[config.mk]
export PLATFORM = sky130hd
export DESIGN_NAME = uart_tx_buffered
export DESIGN_NICKNAME = d
export VERILOG_FILES = /design/src/rtl/uart_pkg.sv /design/src/rtl/sync_fifo.sv /design/src/rtl/uart_tx_buffered.sv
export SDC_FILE = /design/constraint.sdc
export NUM_CORES = 1
export LEC_CHECK = 0
export ABC_AREA = 1
export BUFFER_PORTS_ARGS = -buffer_cell sky130_fd_sc_hd__buf_2
export CAP_MARGIN = 20
export CORE_UTILIZATION = 30
export DETAILED_ROUTE_END_ITERATION = 10
export SLEW_MARGIN = 20
export SYNTH_ARGS = -nofsm -noshare
export SYNTH_HDL_FRONTEND = slang
export SYNTH_SLANG_ARGS = --single-unit
[constraint.sdc]
create_clock -name clk -period 6 [get_ports clk]
set_clock_uncertainty 0.05 [all_clocks]
set_input_delay 1.2 -clock clk [delete_from_list [all_inputs] [get_ports clk]]
set_output_delay 1.2 -clock clk [all_outputs]
set_load 0.03 [all_outputs]
[src/rtl/uart_pkg.sv]
// Shared definitions for the UART transmit path.
// Contents: data width, default bit period, serialiser state type and
// a helper that sizes the per-bit clock counter.
package uart_pkg;

  localparam int unsigned UART_DATA_BITS       = 8;
  localparam int unsigned DEFAULT_CLKS_PER_BIT = 868;

  typedef enum logic [1:0] {
    IDLE  = 2'd0,
    START = 2'd1,
    DATA  = 2'd2,
    STOP  = 2'd3
  } tx_state_e;

  // Width of a counter that spans 0..n-1 (at least one bit).
  function automatic int unsigned cnt_width(input int unsigned n);
    return (n <= 2) ? 1 : $clog2(n);
  endfunction

endpackage

[src/rtl/sync_fifo.sv]
// Synchronous first-word-fall-through FIFO.
// Ports:
//   clk, reset    : clock and synchronous active-high reset
//   push, wdata   : write strobe and data (ignored when full and not popping)
//   pop           : consume head entry (ignored when empty)
//   rdata         : head entry, valid whenever empty is low
//   count         : entries held (registered)
//   full, empty   : registered flags derived from the entry count
module sync_fifo #(
  parameter int unsigned WIDTH = 8,
  parameter int unsigned DEPTH = 16
) (
  input  logic                     clk,
  input  logic                     reset,
  input  logic                     push,
  input  logic                     pop,
  input  logic [WIDTH-1:0]         wdata,
  output logic [WIDTH-1:0]         rdata,
  output logic [$clog2(DEPTH):0]   count,
  output logic                     full,
  output logic                     empty
);

  localparam int unsigned PTR_W = $clog2(DEPTH);
  localparam int unsigned CNT_W = PTR_W + 1;

  logic [WIDTH-1:0] mem_q [DEPTH];
  logic [WIDTH-1:0] mem_d [DEPTH];
  logic [PTR_W-1:0] wr_ptr_q, wr_ptr_d;
  logic [PTR_W-1:0] rd_ptr_q, rd_ptr_d;
  logic [CNT_W-1:0] count_q, count_d;
  logic             full_q, full_d;
  logic             empty_q, empty_d;
  logic             pop_ok_c;
  logic             push_ok_c;

  // Pointer, count and flag update; pointers wrap naturally (DEPTH is a power of 2).
  always_comb begin
    mem_d     = mem_q;
    wr_ptr_d  = wr_ptr_q;
    rd_ptr_d  = rd_ptr_q;
    count_d   = count_q;
    pop_ok_c  = pop && !empty_q;
    // A full FIFO can still take a write when the head leaves on the same edge.
    push_ok_c = push && (!full_q || pop_ok_c);

    if (push_ok_c) begin
      mem_d[wr_ptr_q] = wdata;
      wr_ptr_d        = wr_ptr_q + PTR_W'(1);
    end
    if (pop_ok_c) begin
      rd_ptr_d = rd_ptr_q + PTR_W'(1);
    end

    case ({push_ok_c, pop_ok_c})
      2'b10:   count_d = count_q + CNT_W'(1);
      2'b01:   count_d = count_q - CNT_W'(1);
      default: count_d = count_q;
    endcase

    full_d  = (count_d == CNT_W'(DEPTH));
    empty_d = (count_d == '0);
  end

  // Control state with synchronous reset; contents are simply abandoned on reset.
  always_ff @(posedge clk) begin
    if (reset) begin
      wr_ptr_q <= '0;
      rd_ptr_q <= '0;
      count_q  <= '0;
      full_q   <= 1'b0;
      empty_q  <= 1'b1;
    end else begin
      wr_ptr_q <= wr_ptr_d;
      rd_ptr_q <= rd_ptr_d;
      count_q  <= count_d;
      full_q   <= full_d;
      empty_q  <= empty_d;
    end
  end

  // Storage array, no reset needed.
  always_ff @(posedge clk) begin
    mem_q <= mem_d;
  end

  assign rdata = mem_q[rd_ptr_q];
  assign count = count_q;
  assign full  = full_q;
  assign empty = empty_q;

endmodule

[src/rtl/uart_tx_buffered.sv]
// Buffered 8N1 UART transmitter: bytes are queued in a FIFO and sent
// back-to-back on tx, LSB first.
// Ports:
//   clk, reset            : clock and synchronous active-high reset
//   i_wr_en, i_wr_data    : byte write into the FIFO
//   o_full, o_empty       : FIFO flags
//   o_count               : bytes currently queued
//   o_overflow            : one-cycle pulse when a write is dropped
//   o_busy                : serialiser is inside a frame
//   o_tx_done             : one-cycle pulse on the last stop-bit cycle
//   tx                    : registered serial line, idle high
module uart_tx_buffered
  import uart_pkg::*;
#(
  parameter int unsigned clks_per_bit = DEFAULT_CLKS_PER_BIT,
  parameter int unsigned FIFO_DEPTH   = 16
) (
  input  logic                          clk,
  input  logic                          reset,
  input  logic                          i_wr_en,
  input  logic [UART_DATA_BITS-1:0]     i_wr_data,
  output logic                          o_full,
  output logic                          o_empty,
  output logic [$clog2(FIFO_DEPTH):0]   o_count,
  output logic                          o_overflow,
  output logic                          o_busy,
  output logic                          o_tx_done,
  output logic                          tx
);

  localparam int unsigned CNT_W = cnt_width(clks_per_bit);
  localparam int unsigned IDX_W = $clog2(UART_DATA_BITS);

  tx_state_e                  state_q, state_d;
  logic [CNT_W-1:0]           clk_cnt_q, clk_cnt_d;
  logic [IDX_W-1:0]           bit_idx_q, bit_idx_d;
  logic [UART_DATA_BITS-1:0]  shift_q, shift_d;
  logic                       tx_q, tx_d;
  logic                       busy_q, busy_d;
  logic                       tx_done_q, tx_done_d;
  logic                       overflow_q, overflow_d;

  logic                       pop_c;
  logic                       push_c;
  logic                       bit_end_c;
  logic [UART_DATA_BITS-1:0]  fifo_rdata;
  logic                       fifo_full;
  logic                       fifo_empty;

  sync_fifo #(
    .WIDTH (UART_DATA_BITS),
    .DEPTH (FIFO_DEPTH)
  ) u_fifo (
    .clk   (clk),
    .reset (reset),
    .push  (push_c),
    .pop   (pop_c),
    .wdata (i_wr_data),
    .rdata (fifo_rdata),
    .count (o_count),
    .full  (fifo_full),
    .empty (fifo_empty)
  );

  // Serialiser next state, FIFO pop and write acceptance.
  always_comb begin
    state_d    = state_q;
    clk_cnt_d  = clk_cnt_q;
    bit_idx_d  = bit_idx_q;
    shift_d    = shift_q;
    tx_d       = 1'b1;
    tx_done_d  = 1'b0;
    pop_c      = 1'b0;
    bit_end_c  = (clk_cnt_q == CNT_W'(clks_per_bit - 1));

    case (state_q)
      IDLE: begin
        clk_cnt_d = '0;
        bit_idx_d = '0;
        if (!fifo_empty) begin
          pop_c   = 1'b1;
          shift_d = fifo_rdata;
          state_d = START;
        end
      end
      START: begin
        if (bit_end_c) begin
          clk_cnt_d = '0;
          state_d   = DATA;
        end else begin
          clk_cnt_d = clk_cnt_q + CNT_W'(1);
        end
      end
      DATA: begin
        if (bit_end_c) begin
          clk_cnt_d = '0;
          shift_d   = {1'b0, shift_q[UART_DATA_BITS-1:1]};
          if (bit_idx_q == IDX_W'(UART_DATA_BITS - 1)) begin
            bit_idx_d = '0;
            state_d   = STOP;
          end else begin
            bit_idx_d = bit_idx_q + IDX_W'(1);
          end
        end else begin
          clk_cnt_d = clk_cnt_q + CNT_W'(1);
        end
      end
      STOP: begin
        if (bit_end_c) begin
          clk_cnt_d = '0;
          tx_done_d = 1'b1;
          // Chain straight into the next start bit when more data is waiting.
          if (!fifo_empty) begin
            pop_c   = 1'b1;
            shift_d = fifo_rdata;
            state_d = START;
          end else begin
            state_d = IDLE;
          end
        end else begin
          clk_cnt_d = clk_cnt_q + CNT_W'(1);
        end
      end
      default: begin
        state_d   = IDLE;
        clk_cnt_d = '0;
        bit_idx_d = '0;
      end
    endcase

    // Line level follows the current state, so tx lags the state by one edge.
    case (state_q)
      START:   tx_d = 1'b0;
      DATA:    tx_d = shift_q[0];
      default: tx_d = 1'b1;
    endcase

    busy_d     = (state_d != IDLE);
    push_c     = i_wr_en && (!fifo_full || pop_c);
    overflow_d = i_wr_en && !push_c;
  end

  // State and output registers.
  always_ff @(posedge clk) begin
    if (reset) begin
      state_q    <= IDLE;
      clk_cnt_q  <= '0;
      bit_idx_q  <= '0;
      shift_q    <= '0;
      tx_q       <= 1'b1;
      busy_q     <= 1'b0;
      tx_done_q  <= 1'b0;
      overflow_q <= 1'b0;
    end else begin
      state_q    <= state_d;
      clk_cnt_q  <= clk_cnt_d;
      bit_idx_q  <= bit_idx_d;
      shift_q    <= shift_d;
      tx_q       <= tx_d;
      busy_q     <= busy_d;
      tx_done_q  <= tx_done_d;
      overflow_q <= overflow_d;
    end
  end

  assign tx         = tx_q;
  assign o_busy     = busy_q;
  assign o_tx_done  = tx_done_q;
  assign o_overflow = overflow_q;
  assign o_full     = fifo_full;
  assign o_empty    = fifo_empty;

endmodule

=== Word-level counts from Yosys, hierarchy flattened ===
Index checks and enable logic that the tools add are counted.

* Input port bits: 11
* Output and inout port bits: 11
* Flip-flop bits (word level): 170
* Word-level logic and storage cells: 98

* Multiplexer cells: 28
* Eq/ne operators: 10
* Reduce and logical (&&, ||, !) cells: 19
* Magnitude comparators: 3
* Bitwise logic cells: 3
* Add/sub/neg operators: 6

{| class="wikitable"
|+ Operators with widths
! kind !! count
|-
| 128-bit bitwise mux || 1
|-
| 8-bit two-way mux || 6
|-
| 8-bit binary-select mux with 4-bit select || 1
|-
| 8-bit demux with 4-bit select || 1
|-
| 8-bit case mux with 3 select lines || 1
|-
| 10-bit case mux with 2 select lines || 1
|-
| 10-bit by 1-bit adder with 10-bit output (second input constant) || 1
|-
| 10-bit == test (second input constant) || 1
|-
| 5-bit >= comparator (second input constant) || 2
|-
| 10-bit two-way mux || 1
|-
| 2-bit two-way mux || 5
|-
| 4-bit inverter with 5-bit output || 2
|-
| 5-bit case mux with 2 select lines || 1
|-
| 4-bit by 1-bit adder with 4-bit output (second input constant) || 2
|-
| 2-bit case mux with 4 select lines || 1
|-
| 2-bit == test (second input constant) || 3
|-
| 3-bit two-way mux || 2
|-
| 3-bit case mux with 2 select lines || 1
|-
| 5-bit by 1-bit adder with 5-bit output (second input constant) || 1
|-
| 5-bit == test (second input constant) || 1
|-
| 1-bit logical AND || 5
|-
| 5-bit zero test || 1
|-
| 5-bit by 1-bit < comparator with 1-bit output (second input constant) || 1
|-
| 5-bit by 1-bit subtractor with 5-bit output (second input constant) || 1
|-
| 16 further kinds || 26
|}

=== Logic depth before layout (Yosys ltp) ===
* Word-level depth: 9
* Depth in mapped cells: 20
* Mapped depth without buffers: 20

=== Modules after synthesis ===
From an unflattened synthesis, not the netlist that was laid out.

* Cell total of the unflattened synthesis: 675
* Area total of the unflattened synthesis: 7,284.5 sq um

{| class="wikitable"
|+ By module, submodules not included
! module !! seq. area each (sq um) !! area an instance (sq um) !! instances !! cells each
|-
| sync_fifo || 4,144.0 || 5,919.4 || 1 || 485
|-
| uart_tx_buffered || 540.5 || 1,365.1 || 1 || 190
|}

=== Worst setup path after synthesis ===
Ideal clock, no wire load.

* Path kind: in2reg
* From: input port i_wr_en
* To: register u_fifo.empty_q, in the netlist u_fifo.empty
* Buffers on the path: 0
* Cell stages on the path: 12
* Arrival: 2.481 ns
* Setup time: 0.124 ns
* Data required time: 5.826 ns
* Slack: 3.345 ns
* Cell sequence: nand2_4 ha_1 xor2_1 ha_1 inv_1 nand2_1 a21oi_1 o21ai_0 o21ai_0 nor2_1 nand3_1 nand2_1

* Word-level cells in the longest chain between the ends: 5
* Elaborated cells on any way between the ends: 6
* Those cells by class: 2 x eq/ne; 1 x mux; 3 x reduce/logical

{| class="wikitable"
|+ RTL lines
! element !! RTL line !! RTL
|-
| start, declared || uart_tx_buffered.sv:20 || <nowiki>input logic i_wr_en,</nowiki>
|-
| 1-bit logical AND * || uart_tx_buffered.sv:139 || <nowiki>push_c = i_wr_en && (!fifo_full || pop_c);</nowiki>
|-
| 1-bit logical AND * || sync_fifo.sv:45 || <nowiki>push_ok_c = push && (!full_q || pop_ok_c);</nowiki>
|-
| 2-bit by 1-bit == test with 1-bit output / 2-bit == test (equally long branches) || sync_fifo.sv:55 || <nowiki>case ({push_ok_c, pop_ok_c})</nowiki>
|-
| 5-bit case mux with 2 select lines * || sync_fifo.sv:55 ||
|-
| 5-bit zero test * || sync_fifo.sv:62 || <nowiki>empty_d = (count_d == '0);</nowiki>
|-
| end signal, assigned || sync_fifo.sv:78 || <nowiki>empty_q <= empty_d;</nowiki>
|-
| end, declared || sync_fifo.sv:33 || <nowiki>logic empty_q, empty_d;</nowiki>
|}

Every way passes the cells marked *; elsewhere a longest branch is shown, timed or not.
A chain may end at the register's enable or synchronous reset.

=== Worst setup path in the final report ===
* From: register u_fifo.rd_ptr_q[0]
* To: register shift_q[7]

* Word-level cells in the longest chain between the ends: 7

{| class="wikitable"
|+ RTL lines
! element !! RTL line !! RTL
|-
| start, declared || sync_fifo.sv:30 || <nowiki>logic [PTR_W-1:0] rd_ptr_q, rd_ptr_d;</nowiki>
|-
| start signal, assigned || sync_fifo.sv:75 || <nowiki>rd_ptr_q <= rd_ptr_d;</nowiki>
|-
| 4-bit inverter with 5-bit output (implied by the code) * || sync_fifo.sv:87 || <nowiki>assign rdata = mem_q[rd_ptr_q];</nowiki>
|-
| 8-bit binary-select mux with 4-bit select * || sync_fifo.sv:87 ||
|-
| 8-bit two-way mux (implied by the code) * (2 in series) || sync_fifo.sv:87 ||
|-
| 8-bit two-way mux * || uart_tx_buffered.sv:80, uart_tx_buffered.sv:113 ||
|-
| 8-bit two-way mux || uart_tx_buffered.sv:109 || <nowiki>if (bit_end_c) begin</nowiki>
|-
| 8-bit case mux with 3 select lines * || uart_tx_buffered.sv:76 || <nowiki>case (state_q)</nowiki>
|-
| end signal, assigned || uart_tx_buffered.sv:158 || <nowiki>shift_q <= shift_d;</nowiki>
|-
| end, declared || uart_tx_buffered.sv:37 || <nowiki>logic [UART_DATA_BITS-1:0] shift_q, shift_d;</nowiki>
|}

Every way passes the cells marked *; elsewhere a longest branch is shown, timed or not. The select of a mux whose other input is x is not followed.

==> impl_metrics.tcl <==
set metrics [dict create \
    setup_tns_ns 0 \
    ios 22 \
    synth.top_cells.by_count "nand2_1, edfxtp_1, nand3_1" \
    start_util 0.308 \
    cts_buffers 17 \
    grt_pass1_vias 4894 \
    p_seq_frac 0.385 \
    cts_buffer_depth 2 \
    crit_path_end_kind "flip-flop" \
    ys.flop_type "edfxtp_1" \
    syn-num-nets 827 \
    final.min_clock_period_ns 3.07 \
    post-cts-setup-buffer-count 0 \
    ys_warn_count 0 \
    p_sw_uw 1320 \
    dr.pass1.iters 6 \
    start_kind "flip-flop" \
    dieWidth_um 161 \
    row_count 57 \
    path_buf_inv 2 \
    rsz0062_at_grt "no" \
    irDropWorstVdd_mv 0.251 \
    ant_nets 0 \
    gp_congestion 0.815 \
    wl_per_cell_um 14.3 \
    setup_viol 0 \
    r2r_cells 8 \
    synthTopCellsByArea "edfxtp_1, nand2_1, dfxtp_1" \
    wl_met2_um 8140 \
    synth_area_per_cell_sq_um 9.44 \
    clock_latency_ns 0.43 \
    synth_cell_types 32 \
    nets 840 \
    dr.max_layer_used "met4" \
    cts_hold_buf 0 \
    drv_slew 0 \
    tightest_slew_ns 0.948 \
    path_delay_family "buffers and inverters" \
    crit_fanout 70 \
    ctsResizeCount 0 \
    ys_async_sr_fraction 0 \
    hold_depth 1 \
    wl_met1_um 7260 \
    syn-cell-area_sq_um 7550 \
    power_uw 3630 \
    cp_slowest_cell "clkinv_2" \
    numPortBuffers 21 \
    drive_gt1_frac 0.0835 \
    synth_area_leader_cell "edfxtp_1" \
    syn_inst 800 \
    syn_to_final_growth_pct 12.9 \
    slew_headroom 0.367 \
    drc 0 \
    synth_seq_cells 170 \
    antenna_found_initial 0 \
    overflow 0 \
    wl_met3_um 685 \
    finalWorstSetupSlack_ns 2.93 \
    num_vias 5188 \
    routed_wirelength_um 16400 \
    cts_root_buf "clkbuf_16" \
    clk_pin_slew_ns 0.06 \
    track_usage 0.135 \
    yosysMostFrequentCell "nand2_1" \
    cts_tree "done" \
    max_cap_violations 0 \
    cp.arrival_ns 3.33 \
    die_area_sq_um 25800 \
    switching_share 0.365 \
    drt_iter0_drc 438 \
    min_period_over_period 0.512 \
    worst-path-stages 8 \
    outcome "completed" \
    power_frac_comb 0.319 \
    worstPathCellList "buf_4, clkinv_2, o21ai_0, nand3_1, nand3_1, nand2_1, nand2_1, a21oi_1" \
    synth-edff-count 128 \
    required_ns 6.25 \
    cts_max_level 4 \
    powerDensity_nw_per_um2 425 \
    grt_pass1_wl_um 26600 \
    viasPerCell 4.51 \
    core-area_sq_um 24500 \
    grt_max_degree 71 \
    timing.fmax_mhz 325 \
    antenna_cells 0 \
    hpwl_um 10000 \
    slowest_delay_ns 0.98 \
    hold_viol 0 \
    p_leak_uw 0.00350 \
    clock_sinks 170 \
    p_int_uw 2300 \
    crit_type "reg -> reg" \
    pwr-share-clk 0.296 \
    die_h_um 161 \
    pre_cts_ws_ns 3.04 \
    yosysSeqAreaShare 0.620 \
    synth_top_area_frac 0.509 \
    holdCritPathClass "reg -> reg" \
]
==> state kept, by name, summed over array words and instances, names as in the netlist <==
| register | cells |
|---|---|
| u_fifo.count | 5 |
| o_overflow | 1 |
| u_fifo.empty | 1 |
| state_q | 2 |
| clk_cnt_q | 10 |
| o_busy | 1 |
| o_tx_done | 1 |
| shift_q | 8 |
| u_fifo.mem_q | 128 |
| u_fifo.rd_ptr_q | 4 |
| bit_idx_q | 3 |
| tx | 1 |
| u_fifo.wr_ptr_q | 4 |
| u_fifo.full | 1 |
==> per-layer routing <==
| metal | GRT usage | vias up |
|---|---|---|
| li1 | - | 2629 |
| met1 | 0.171 | 2416 |
| met2 | 0.227 | 116 |
| met3 | 0.0232 | 27 |
| met4 | 0.0563 | 0 |
| met5 | 0 | - |
==> kinds of logic (layout without fill, tap and decap cells) <==
kind of cell	count (synthesis)	in the layout	share of synthesized area
and+or+nand+nor	438	438	0.247
AOI/OAI and AO/OA	41	41	0.0293
xor gates and xnor gates	8	8	0.00928
adders and majority gates	16	16	0.0265
DFF	170	170	0.620
muxes	1	1	0.00133
buffers and inverters	126	152	0.0663
==> placed cells by master (no fill, tap or decap), types with 2 or more instances in the layout <==
master      synthesis  layout
a21oi_1            22      22
dfxtp_1            42      41
nor2_1             66      66
clkinv_4            1       3
buf_2              12      21
nor3_1              3       3
nand3_1           107     107
edfxtp_1          128     128
nand4_1             3       3
nand2_2             3       3
buf_4               0       3
ha_1               16      16
xor2_1              7       7
clkinv_2            0       3
nand2_1           244     244
a31oi_1             2       2
clkinvlp_4          0       3
clkinv_1            3       4
o211ai_1            3       3
bufinv_16           0       2
o21ai_0            12      12
inv_1              91      91
clkbuf_1           14       2
nand2_4             7       7
clkbuf_16           0      17
inv_6               0       2
==> power by group through the flow <==
stage	Combinational, uW	Sequential [uW]	Clock, uW
final	1160	1400	1070
after global routing	1310	1400	1130
after CTS	1170	1400	1090
after detailed placement	1160	1420	0
after global placement	1160	1420	0
after floorplan	825	1460	0
==> area by class of cell <==
type	count	area [sq um]
multi-input cells	504	2370
clock buffers	19	433
fillers	2485	16000
clock inverters	13	143
repair buffers	24	128
well taps	324	405
inverters	96	367
flip-flops and latches	170	4690
==> path summary, 6_finish.rpt <==
path                                         start           end  slack (ns)
worst max register to register  u_fifo.rd_ptr_q[0]    shift_q[7]        2.93
worst min-delay path                  clk_cnt_q[0]  clk_cnt_q[0]        0.40
worst max-delay path            u_fifo.rd_ptr_q[0]    shift_q[7]        2.93
worst min register to register        clk_cnt_q[0]  clk_cnt_q[0]        0.40
==> metrics by stage <==
| step | utilization | instances | cell area, sq um | hold slack [ns] |
|---|---|---|---|---|
| detailed placement | 0.324 | 1118 | 7950 | 0.395 |
| finish | 0.348 | 1150 | 8530 | 0.403 |
| global route | 0.348 | 1150 | 8530 | 0.423 |
| floorplan | - | 800 | 7550 | 0.368 |
| CTS | 0.348 | 1150 | 8530 | 0.405 |
| global placement | 0.324 | 1118 | 7950 | 0.381 |
No activity file was read; power rests on OpenSTA's default activity.
